--- src/rtl/commit_banner_serializer.sv ---
// Renders core_id (decimal), commit_id (hex) and dirty as a fixed 54-byte ASCII line; first byte valid 34 cycles after start, each byte held until out_ready.
// Define COMMIT_BANNER_AUTOSTART_EN to also emit one banner automatically after every reset release.
module commit_banner_serializer (
  input  logic        clock,
  input  logic        reset,
  input  logic        start,
  input  logic [31:0] core_id,
  input  logic [39:0] commit_id,
  input  logic        dirty,
  output logic        busy,
  output logic        done,
  output logic        out_valid,
  output logic [7:0]  out_data,
  input  logic        out_ready
);

  localparam logic [1:0] S_IDLE    = 2'd0;
  localparam logic [1:0] S_CONVERT = 2'd1;
  localparam logic [1:0] S_LOAD    = 2'd2;
  localparam logic [1:0] S_EMIT    = 2'd3;

  localparam logic [39:0]  STR_CORE  = "Core ";
  localparam logic [143:0] STR_MID   = "'s Commit SHA is: ";
  localparam logic [71:0]  STR_DIRTY = ", dirty: ";

  logic [1:0]  state_q, state_d;
  logic [4:0]  cnt_q, cnt_d;
  logic [31:0] bin_q, bin_d;
  logic [39:0] bcd_q, bcd_d;
  logic [39:0] commit_q, commit_d;
  logic        dirty_q, dirty_d;
  logic [5:0]  idx_q, idx_d;
  logic        busy_q, busy_d;
  logic        done_q, done_d;
  logic        valid_q, valid_d;
  logic [7:0]  data_q, data_d;

  logic        start_eff;
  logic        accept;
  logic [38:0] bcd_adj;
  logic [9:0]  blank;
  logic [79:0] dec_chars;
  logic [79:0] hex_chars;
  logic [431:0] line;
  logic [5:0]  byte_sel;
  logic [8:0]  bit_off;
  logic [7:0]  line_byte;

`ifdef COMMIT_BANNER_AUTOSTART_EN
  logic auto_q;

  always_ff @(posedge clock) begin
    if (reset) begin
      auto_q <= 1'b1;
    end else begin
      auto_q <= 1'b0;
    end
  end

  assign start_eff = start | auto_q;
`else
  assign start_eff = start;
`endif

  // A start landing on the done cycle must not chain a second banner.
  assign accept = start_eff && (state_q == S_IDLE) && !done_q;

  // Double-dabble add-3; the top digit never reaches 5 before a shift for 32-bit input.
  always_comb begin
    bcd_adj = bcd_q[38:0];
    for (int i = 0; i < 9; i++) begin
      if (bcd_q[4*i +: 4] >= 4'd5) begin
        bcd_adj[4*i +: 4] = bcd_q[4*i +: 4] + 4'd3;
      end
    end
  end

  // Leading-zero digits print as spaces; the units digit is always shown.
  always_comb begin
    blank    = '0;
    blank[9] = (bcd_q[39:36] == 4'd0);
    for (int i = 8; i >= 1; i--) begin
      blank[i] = blank[i+1] && (bcd_q[4*i +: 4] == 4'd0);
    end
    blank[0] = 1'b0;
  end

  always_comb begin
    dec_chars = '0;
    hex_chars = '0;
    for (int i = 0; i < 10; i++) begin
      dec_chars[8*i +: 8] = blank[i] ? 8'h20 : {4'h3, bcd_q[4*i +: 4]};
      hex_chars[8*i +: 8] = (commit_q[4*i +: 4] < 4'd10) ? {4'h3, commit_q[4*i +: 4]}
                                                          : 8'h57 + {4'h0, commit_q[4*i +: 4]};
    end
  end

  assign line = {STR_CORE, dec_chars, STR_MID, hex_chars, STR_DIRTY, 7'h18, dirty_q, 8'h0A};

  always_comb begin
    byte_sel = 6'd0;
    if ((state_q == S_EMIT) && (idx_q != 6'd53)) begin
      byte_sel = idx_q + 6'd1;
    end
  end

  assign bit_off   = {6'd53 - byte_sel, 3'b000};
  assign line_byte = line[bit_off +: 8];

  always_comb begin
    state_d  = state_q;
    cnt_d    = cnt_q;
    bin_d    = bin_q;
    bcd_d    = bcd_q;
    commit_d = commit_q;
    dirty_d  = dirty_q;
    idx_d    = idx_q;
    busy_d   = busy_q;
    done_d   = 1'b0;
    valid_d  = valid_q;
    data_d   = data_q;
    case (state_q)
      S_IDLE: begin
        if (accept) begin
          state_d  = S_CONVERT;
          busy_d   = 1'b1;
          cnt_d    = 5'd0;
          bin_d    = core_id;
          bcd_d    = '0;
          commit_d = commit_id;
          dirty_d  = dirty;
        end
      end
      S_CONVERT: begin
        bcd_d = {bcd_adj, bin_q[31]};
        bin_d = {bin_q[30:0], 1'b0};
        cnt_d = cnt_q + 5'd1;
        if (cnt_q == 5'd31) begin
          state_d = S_LOAD;
        end
      end
      S_LOAD: begin
        idx_d   = 6'd0;
        data_d  = line_byte;
        valid_d = 1'b1;
        state_d = S_EMIT;
      end
      S_EMIT: begin
        if (valid_q && out_ready) begin
          if (idx_q == 6'd53) begin
            valid_d = 1'b0;
            busy_d  = 1'b0;
            done_d  = 1'b1;
            state_d = S_IDLE;
          end else begin
            idx_d  = idx_q + 6'd1;
            data_d = line_byte;
          end
        end
      end
      default: state_d = S_IDLE;
    endcase
  end

  always_ff @(posedge clock) begin
    if (reset) begin
      state_q  <= S_IDLE;
      cnt_q    <= 5'd0;
      bin_q    <= '0;
      bcd_q    <= '0;
      commit_q <= '0;
      dirty_q  <= 1'b0;
      idx_q    <= 6'd0;
      busy_q   <= 1'b0;
      done_q   <= 1'b0;
      valid_q  <= 1'b0;
      data_q   <= 8'h00;
    end else begin
      state_q  <= state_d;
      cnt_q    <= cnt_d;
      bin_q    <= bin_d;
      bcd_q    <= bcd_d;
      commit_q <= commit_d;
      dirty_q  <= dirty_d;
      idx_q    <= idx_d;
      busy_q   <= busy_d;
      done_q   <= done_d;
      valid_q  <= valid_d;
      data_q   <= data_d;
    end
  end

  assign busy      = busy_q;
  assign done      = done_q;
  assign out_valid = valid_q;
  assign out_data  = data_q;

endmodule

--- config.mk ---
export PLATFORM = sky130hd
export DESIGN_NAME = commit_banner_serializer
export DESIGN_NICKNAME = d
export VERILOG_FILES = /design/src/rtl/commit_banner_serializer.sv
export SDC_FILE = /design/constraint.sdc
export NUM_CORES = 1
export LEC_CHECK = 0
export CORE_MARGIN = 2
export CORE_UTILIZATION = 38
export DETAILED_ROUTE_END_ITERATION = 12
export SYNTH_ARGS = -nofsm -noshare
export SYNTH_HDL_FRONTEND = slang
export SYNTH_SLANG_ARGS = --single-unit
export TNS_END_PERCENT = 10
--- constraint.sdc ---
create_clock -name clock -period 3.12 [get_ports clock]
set_input_delay 0.312 -clock clock [delete_from_list [all_inputs] [get_ports clock]]
set_output_delay 0.312 -clock clock [all_outputs]
set_load 0.05 [all_outputs]
# Word-level counts from Yosys, hierarchy flattened
# Cells that the tools add are included.
dict set report totals {
  regBits 137
  in_bits 77
  out_inout_bits 11
  word_cells 151
}
dict set report classes {
  n_addsub 22
  n_lt_le_gt_ge 19
  eq_ne 11
  shifts 1
  mux 52
  bitwise_logic 2
  reduce_logical 33
}
# op n
set ops {}
lappend ops {{indexed part select 432 x 10 -> 8 bit} 1}
lappend ops {{2-to-1 mux 8 bit} 12}
lappend ops {{adder 7 x 4 -> 8 bit, first input constant} 10}
lappend ops {{case mux 40 bit (2 select lines)} 1}
lappend ops {{case mux 32 bit (2 select lines)} 1}
lappend ops {{2-to-1 mux 5 bit} 10}
lappend ops {{< comparator 4 bit, second input constant} 10}
lappend ops {{2-to-1 mux 40 bit} 1}
lappend ops {{adder 4 x 2 -> 4 bit, second input constant} 9}
lappend ops {{greater-or-equal comparator 4 x 3 -> 1 bit, second input constant} 9}
lappend ops {{zero test 4 bit} 9}
lappend ops {{2-to-1 mux 4 bit} 9}
lappend ops {{2-to-1 mux 32 bit} 1}
lappend ops {{2-to-1 mux 6 bit} 3}
lappend ops {{case mux 8 bit (2 select lines)} 1}
lappend ops {{logical AND 1 bit} 12}
lappend ops {{case mux 6 bit (2 select lines)} 1}
lappend ops {{case mux 5 bit (2 select lines)} 1}
lappend ops {{2-to-1 mux 2 bit} 4}
lappend ops {{case mux 2 bit (4 select lines)} 1}
lappend ops {{AND reduction 4 bit} 2}
lappend ops {{adder 6 x 1 -> 6 bit, second input constant} 1}
lappend ops {{equality test 6 bit, second input constant} 1}
lappend ops {{!= test 2 bit, second input constant} 3}
lappend ops {{16 further kinds} 27}

# Logic depth before layout (Yosys ltp)
# Gate-level depths: netlist (run 1).
dict set report logic_depth {
  ltp_word 14
  depth_mapped 16
  mapped_depth_nobuf 14
}

# Least setup slack after synthesis (run 1)
# No wires, ideal clock.
dict set report synth_path {
  path_type {reg-to-reg}
  startpoint {register idx_q[1]}
  endpoint {register data_q[2], in the netlist out_data[2]}
  arrival_ns 2.933
  required_ns 3.032
  setup_slack_ns 0.099
  stages_incl_launch_ff 16
  synth_period_minus_slack_ns 3.021
  cell_sequence {dfxtp_1 -> inv_1 -> ha_1 -> buf_2 -> nor2b_1 -> o21ai_4 -> inv_2 -> ha_1 -> inv_1 -> o22ai_1 -> a311o_1 -> buf_2 -> a221oi_1 -> a2111oi_2 -> nor2_1 -> a311oi_2}
}
dict set report synth_between {
  elab_chain_len 8
  word_cells_on_any_way 12
  cone_classes {add/sub: 2; eq/ne: 3; shift: 1; mux: 4; reduce/logical: 2}
}
# item line
set synth_rtl {}
lappend synth_rtl {{start, declared} 32} ;# logic [5:0] idx_q, idx_d;
lappend synth_rtl {{start signal, assigned} 185} ;# idx_q <= idx_d;
lappend synth_rtl {{branches (longest 8 deep; another with adder 6 x 1 -> 6 bit)} n/a}
lappend synth_rtl {{end signal, assigned} 189} ;# data_q <= data_d;
lappend synth_rtl {{end, declared} 36} ;# logic [7:0] data_q, data_d;
# Parallel ways; which one is timed is not known. The select of a mux whose other input is x is not followed.
# A chain may end at the register's enable or synchronous reset.

# Worst setup path in the final report (run 1)
dict set report layout_path {
  startpoint {register idx_q[1]}
  endpoint {register data_q[1], in the netlist out_data[1]}
}
# The elaborated chain is that of the path after synthesis.

==> results.json, run 1 <==
{
  "power_density_nw_per_um2": 614,
  "cts-hold-fix-buffers": 0,
  "cp.arrival_ns": 3.17,
  "synth_edf_count": 0,
  "start_util_pct": 38.8,
  "multi_input_area_um2": 5580,
  "setup_tns_ns": 0,
  "cts_made_buffers": 17,
  "synth_top_area_share_pct": 31.0,
  "io_buffers": 86,
  "max-clock-path-buffers": 2,
  "seqCellArea_um2": 2720,
  "clk_latency_ns": 0.44,
  "synth_flop_cell": "dfxtp_1",
  "drc": 0,
  "clkPwrFrac_pct": 29.9,
  "nNetsFinal": 1348,
  "dr.pass1.iters": 5,
  "gp_congestion": 0.919,
  "diodes": 0,
  "r2r_cells": 14,
  "pre_cts_slack_ns": -0.00841,
  "path_cells": "buf_4, ha_1, xnor2_1, nor2_1, ha_2, nand2b_1, mux2i_1, buf_4, a311oi_4, buf_12, a2111oi_0, a21o_1, a2111oi_1, o22ai_1",
  "async_flop_share_pct": 0,
  "n_fill_cell": 2228,
  "netlist_area_um2": 8770,
  "grt_max_degree": 66,
  "fin_ws_ns": 0.257,
  "die_w_um": 156,
  "max_clock_freq_mhz": 349,
  "finalCritPeriodShare_pct": 91.8,
  "die-area_um2": 24300,
  "grt_pass1_wl_um": 41500,
  "grt_pass1_vias": 7994,
  "ys_seq_area_share_pct": 31.0,
  "worstPathRequired_ns": 3.42,
  "tritoncts": "yes",
  "antenna_found_initial": 0,
  "max_slew_margin_pct": 45.3,
  "hold_viol": 0,
  "syn_avg_cell_area_um2": 7.70,
  "holdWs_ns": 0.312,
  "via_per_inst": 5.63,
  "h-tree-depth": 4,
  "ys_ff_latch": 136,
  "syn_to_final_growth_pct": 21.8,
  "cpPeakStageDelay_ns": 0.41,
  "yosysWarnings": 0,
  "worstMarginPinSlew_ns": 0.818,
  "syn_inst": 1140,
  "intPower_w": 0.00396,
  "crit_path_frequent_cell": "buf_4",
  "yosys-top-cells-count": "147 x nand2_1, 136 x dfxtp_1, 129 x nor2_1",
  "cp_slowest_cell": "a2111oi_1",
  "grt.total_usage_pct": 21.2,
  "finish.utilization_pct": 47.2,
  "post-route-min-period_ns": 2.86,
  "path_max_fanout": 30,
  "ir_worst_vdd_uv": 366,
  "criticalPathCategory": "reg2reg",
  "startpoint_type": "register",
  "ios": 88,
  "crit_path_end_kind": "register",
  "finalSetupViolCount": 0,
  "yosys.area.top_type": "dfxtp_1",
  "dp_hpwl_um": 17500,
  "gr-total-overflow": 0,
  "core_area_um2": 22600,
  "rows": 55,
  "clkTransAtPathRegs_ns": 0.07,
  "die_y_um": 156,
  "synth_cell_types": 82,
  "yosysMostFrequentCell": "nand2_1",
  "p_sw_w": 0.00260,
  "syn_nets": 1269,
  "status": "completed",
  "p_comb_share_pct": 34.7,
  "swShare_pct": 39.6,
  "pwr-share-seq_pct": 35.3,
  "min_path_cells": 2,
  "antenna_left": 0,
  "cts_sinks": 136,
  "hp-class": "in2reg",
  "skew_ns": 0.0153,
  "leakage_nw": 3.81,
  "drtIter0Drc": 678,
  "synthTopCellsByArea": "dfxtp_1 31%, ha_1 7.4%, a21oi_1 6.4%",
  "routed_wl_um": 25300,
  "drive_gt1_share_pct": 10.1,
  "slew_violations": 0,
  "wire_per_inst_um": 16.7,
  "clockRootBuffer": "clkbuf_16",
  "maxCapViolCount": 0,
  "vias": 8536,
  "rsz0062_at_grt": "no"
}
-- final timing paths --
kind | startpoint | to | slack (ns)
setup / recovery | idx_q[1] | out_data[1] | 0.26
setup reg to reg | idx_q[1] | out_data[1] | 0.26
hold / removal | reset | state_q[1] | 0.31
hold reg to reg | commit_q[20] | commit_q[20] | 0.46
-- sequential cells by signal, indices dropped and copies added, names as in the netlist, 2 cells and up --
register  count
bin_q        32
commit_q     40
state_q       2
bcd_q        40
idx_q         6
out_data      7
cnt_q         5
-- final cells by class --
type	count	area share [%]
Multi-Input combinational cell	876	52.2
Sequential cell	136	25.5
Timing Repair Buffer	136	11.9
Clock buffer	17	3.98
Tap cell	285	3.34
Inverter	52	1.83
Clock inverter	15	1.25
-- metrics by stage --
step                      cells  power, W  area (µm²)
after floorplan            1140   0.00390        8770
after global placement     1480   0.00461       10100
after detailed placement   1480   0.00464       10100
after CTS                  1512   0.00662       10600
after global routing       1517   0.00700       10700
final                      1517   0.00656       10700
-- worst max-delay path, delay by kind of cell (launching register included) --
family / cells / cell delay (ns)
DFF: 1 / 0.31
AOI/OAI and AO/OA: 5 / 1.07
buffers and inverters: 3 / 0.51
and+or+nand+nor: 2 / 0.16
muxes: 1 / 0.07
adders and majority gates: 2 / 0.41
xor gates and xnor gates: 1 / 0.20
-- cell families after synthesis --
family / after synthesis / synth area share, %
AO/OA/AOI/OAI: 358 / 26.6
other: 1 / 0.0427
flip-flops: 136 / 31.0
multiplexers: 43 / 5.08
XOR/XNOR: 26 / 2.81
AND/OR/NAND/NOR: 396 / 20.8
adder cells (fa/ha/maj): 52 / 7.41
buffers and inverters: 128 / 6.17
-- power by group through the flow --
stage	registers, W	clock network [W]	logic (W)
floorplan	0.00241	0	0.00149
global placement	0.00235	0	0.00227
detailed placement	0.00235	0	0.00228
CTS	0.00232	0.00201	0.00230
global route	0.00237	0.00208	0.00255
finish	0.00232	0.00196	0.00228
-- layer usage --
| metal | wire length (µm) | part of all wire [%] | vias to the layer above | track usage, % |
|---|---|---|---|---|
| met5 | 0 | 0 | - | 0 |
| met4 | 677 | 2.7 | 0 | 7.95 |
| met3 | 1280 | 5.0 | 46 | 4.64 |
| met2 | 11900 | 47 | 220 | 35.0 |
| met1 | 11500 | 45 | 4016 | 27.2 |
| li1 | - | - | 4254 | - |
-- cell usage in the layout (no fill, tap or decap), types with 4 or more instances in the layout --
master,count
and3_1,5
inv_6,7
nand4_1,6
o22ai_1,6
nor2_1,128
nor3_1,24
dfxtp_1,136
o211ai_1,12
clkbuf_16,17
o21ai_1,6
mux2i_1,40
o31ai_1,4
a211oi_1,45
a2bb2oi_1,9
nand2b_1,19
a31oi_1,21
a22oi_1,37
nand2_1,146
inv_1,51
xnor2_1,23
clkdlybuf4s50_1,85
nor3b_1,10
nand3_1,15
buf_4,48
ha_1,49
nor2b_1,6
a21oi_1,111
o21ai_0,53
or3_1,5
o221ai_1,4
a221oi_1,4
-- repair_timing --
action                     in CTS  in global routing
setup buffers                   0                  5
resized for setup               1                  9
pin swaps                       0                  2
setup endpoints to repair       3                  6
No activity file was read; power rests on OpenSTA's default activity.
==> inputs of run 2 (changes only) <==
--- a/config.mk
+++ b/config.mk
@@ -5,9 +5,12 @@
 export SDC_FILE = /design/constraint.sdc
 export NUM_CORES = 1
 export LEC_CHECK = 0
+export CELL_PAD_IN_SITES_DETAIL_PLACEMENT = 1
+export CELL_PAD_IN_SITES_GLOBAL_PLACEMENT = 1
 export CORE_MARGIN = 2
 export CORE_UTILIZATION = 38
 export DETAILED_ROUTE_END_ITERATION = 12
+export PLACE_DENSITY_LB_ADDON = 0.1
 export SYNTH_ARGS = -nofsm -noshare
 export SYNTH_HDL_FRONTEND = slang
 export SYNTH_SLANG_ARGS = --single-unit
==> run 2 against run 1 <==
  * Utilization rose by 0.61 points
  * Maximum frequency fell by 2.7%
  * Register-to-register slack got worse by 0.08 ns
  * Critical path type unchanged
==> results.json, run 2 (same netlist as run 1, synthesis figures left out) <==
{
  "vias": 8634,
  "hold_viol": 0,
  "via_per_inst": 5.67,
  "skew_ns": 0.00989,
  "cp.arrival_ns": 3.29,
  "startpoint_type": "register",
  "grt_max_degree": 64,
  "clkTransAtPathRegs_ns": 0.07,
  "criticalPathCategory": "reg2reg",
  "diodes": 0,
  "routed_wl_um": 28300,
  "hp-class": "in2reg",
  "pre_cts_slack_ns": -0.0214,
  "core_area_um2": 22600,
  "grt.total_usage_pct": 23.7,
  "die_w_um": 156,
  "cp_num_buf_inv": 5,
  "gp_congestion": 0.853,
  "antenna_left": 0,
  "cts_made_buffers": 17,
  "drc": 0,
  "clockRootBuffer": "clkbuf_16",
  "nNetsFinal": 1355,
  "cts-hold-fix-buffers": 0,
  "swShare_pct": 40.0,
  "dp_hpwl_um": 19900,
  "reg.largest.list": "bcd_q x40, commit_q x40, bin_q x32",
  "clk_latency_ns": 0.43,
  "die_y_um": 156,
  "post-route-min-period_ns": 2.94,
  "cp_slowest_cell": "a211oi_1",
  "die-area_um2": 24300,
  "power_w": 0.00670,
  "post-place-cells": 1488,
  "crit_path_end_kind": "register",
  "ios": 88,
  "crit_family": "compound AO/OA/AOI/OAI gates",
  "drive_gt1_share_pct": 10.7,
  "intPower_w": 0.00402,
  "final_common_cell": "nand2_1",
  "pwr-share-seq_pct": 34.8,
  "syn_to_final_growth_pct": 23.3,
  "start_util_pct": 38.8,
  "io_buffers": 86,
  "status": "completed",
  "path_max_fanout": 15,
  "cts_sinks": 136,
  "finish.utilization_pct": 47.8,
  "max_slew_margin_pct": 49.0,
  "p_comb_share_pct": 36.0,
  "dr.pass1.iters": 4,
  "tritoncts": "yes",
  "rsz0062_at_grt": "no",
  "stdcell_count": 1524,
  "ir_worst_vdd_uv": 448,
  "finalSetupViolCount": 0,
  "power_density_nw_per_um2": 619,
  "h-tree-depth": 4,
  "gr-total-overflow": 0,
  "leakage_nw": 3.91,
  "n_fill_cell": 2757,
  "fin_ws_ns": 0.179,
  "worstPathRequired_ns": 3.47,
  "clkPwrFrac_pct": 29.1,
  "p_sw_w": 0.00268,
  "grt_pass1_wl_um": 46000,
  "postLayoutCellArea_um2": 10800,
  "worstMarginPinSlew_ns": 0.765,
  "drtIter0Drc": 539,
  "finalCritPeriodShare_pct": 94.3,
  "wire_per_inst_um": 18.6,
  "antenna_found_initial": 0,
  "crit_path_frequent_cell": "buf_4",
  "path_cells": "buf_4, ha_1, xnor2_2, nor2_1, ha_2, inv_1, o22ai_2, buf_4, a311oi_4, buf_4, clkbuf_16, a21oi_1, a211oi_1, a2111oi_4, o22ai_1",
  "slew_violations": 0,
  "rows": 55,
  "max-clock-path-buffers": 2,
  "grt_pass1_vias": 8588,
  "dpl_cell_area_um2": 10100,
  "max_clock_freq_mhz": 340,
  "maxCapViolCount": 0,
  "cpPeakStageDelay_ns": 0.42,
  "final_cell_mix": "146 x nand2_1, 136 x dfxtp_1, 128 x nor2_1"
}
==> run 2: cell count changes in the layout (fill, tap and decap cells not counted), moves of 3 or more <==
cell,delta
buf_4,+3
clkinvlp_4,-3
inv_6,-3
inv_8,+4
==> run 2: power by group through the flow <==
stage | Clock [W] | Combinational (W) | Sequential [W]
2_1_floorplan | 0 | 0.00149 | 0.00241
3_3_place_gp | 0 | 0.00237 | 0.00236
3_5_place_dp | 0 | 0.00241 | 0.00237
4_1_cts | 0.00200 | 0.00242 | 0.00233
5_1_grt | 0.00206 | 0.00269 | 0.00238
6_report | 0.00195 | 0.00241 | 0.00233
==> run 2: through the flow <==
| step | hold slack (ns) | TNS, ns |
|---|---|---|
| after floorplan | 0.432 | 0 |
| after global placement | 0.447 | 0 |
| after detailed placement | 0.451 | -0.0214 |
| after CTS | 0.414 | 0 |
| after global routing | 0.441 | 0 |
| final | 0.425 | 0 |
==> run 2: routing by layer <==
metal	up-vias	GRT usage (%)	wire [µm]
li1	4272	-	-
met1	4130	33.9	14000
met2	204	37.3	12500
met3	28	3.61	1370
met4	0	6.07	434
met5	-	0	0
==> run 2: final cells by class <==
class                   count  area (µm²)  area share (%)
multi-input cells         876        5610            51.8
flip-flops and latches    136        2720            25.2
repair buffers            143        1380            12.8
clock buffers              17         425            3.93
well taps                 285         357            3.30
inverters                  52         195            1.80
clock inverters            15         133            1.23
==> run 2: worst min-delay path, delay by kind of cell <==
kind / cells / cell delay (ns)
AND/OR/NAND/NOR: 1 / 0.05
buffers and inverters: 1 / 0.39
AO/OA/AOI/OAI: 1 / 0.05
==> run 2: timing repair <==
action	in CTS	in global routing
setup endpoints to repair	1	7
resized for setup	2	11
cloned	0	2
buffers inserted	0	2
pin swaps	0	4
==> run 2: final timing paths <==
kind / endpoint / cells past startpoint / startpoint / slack, ns
setup / recovery: out_data[1] / 15 / idx_q[1] / 0.18
hold / removal: commit_q[17] / 3 / commit_id[17] / 0.43
setup reg to reg: out_data[1] / 15 / idx_q[1] / 0.18
hold reg to reg: commit_q[20] / 2 / commit_q[20] / 0.46
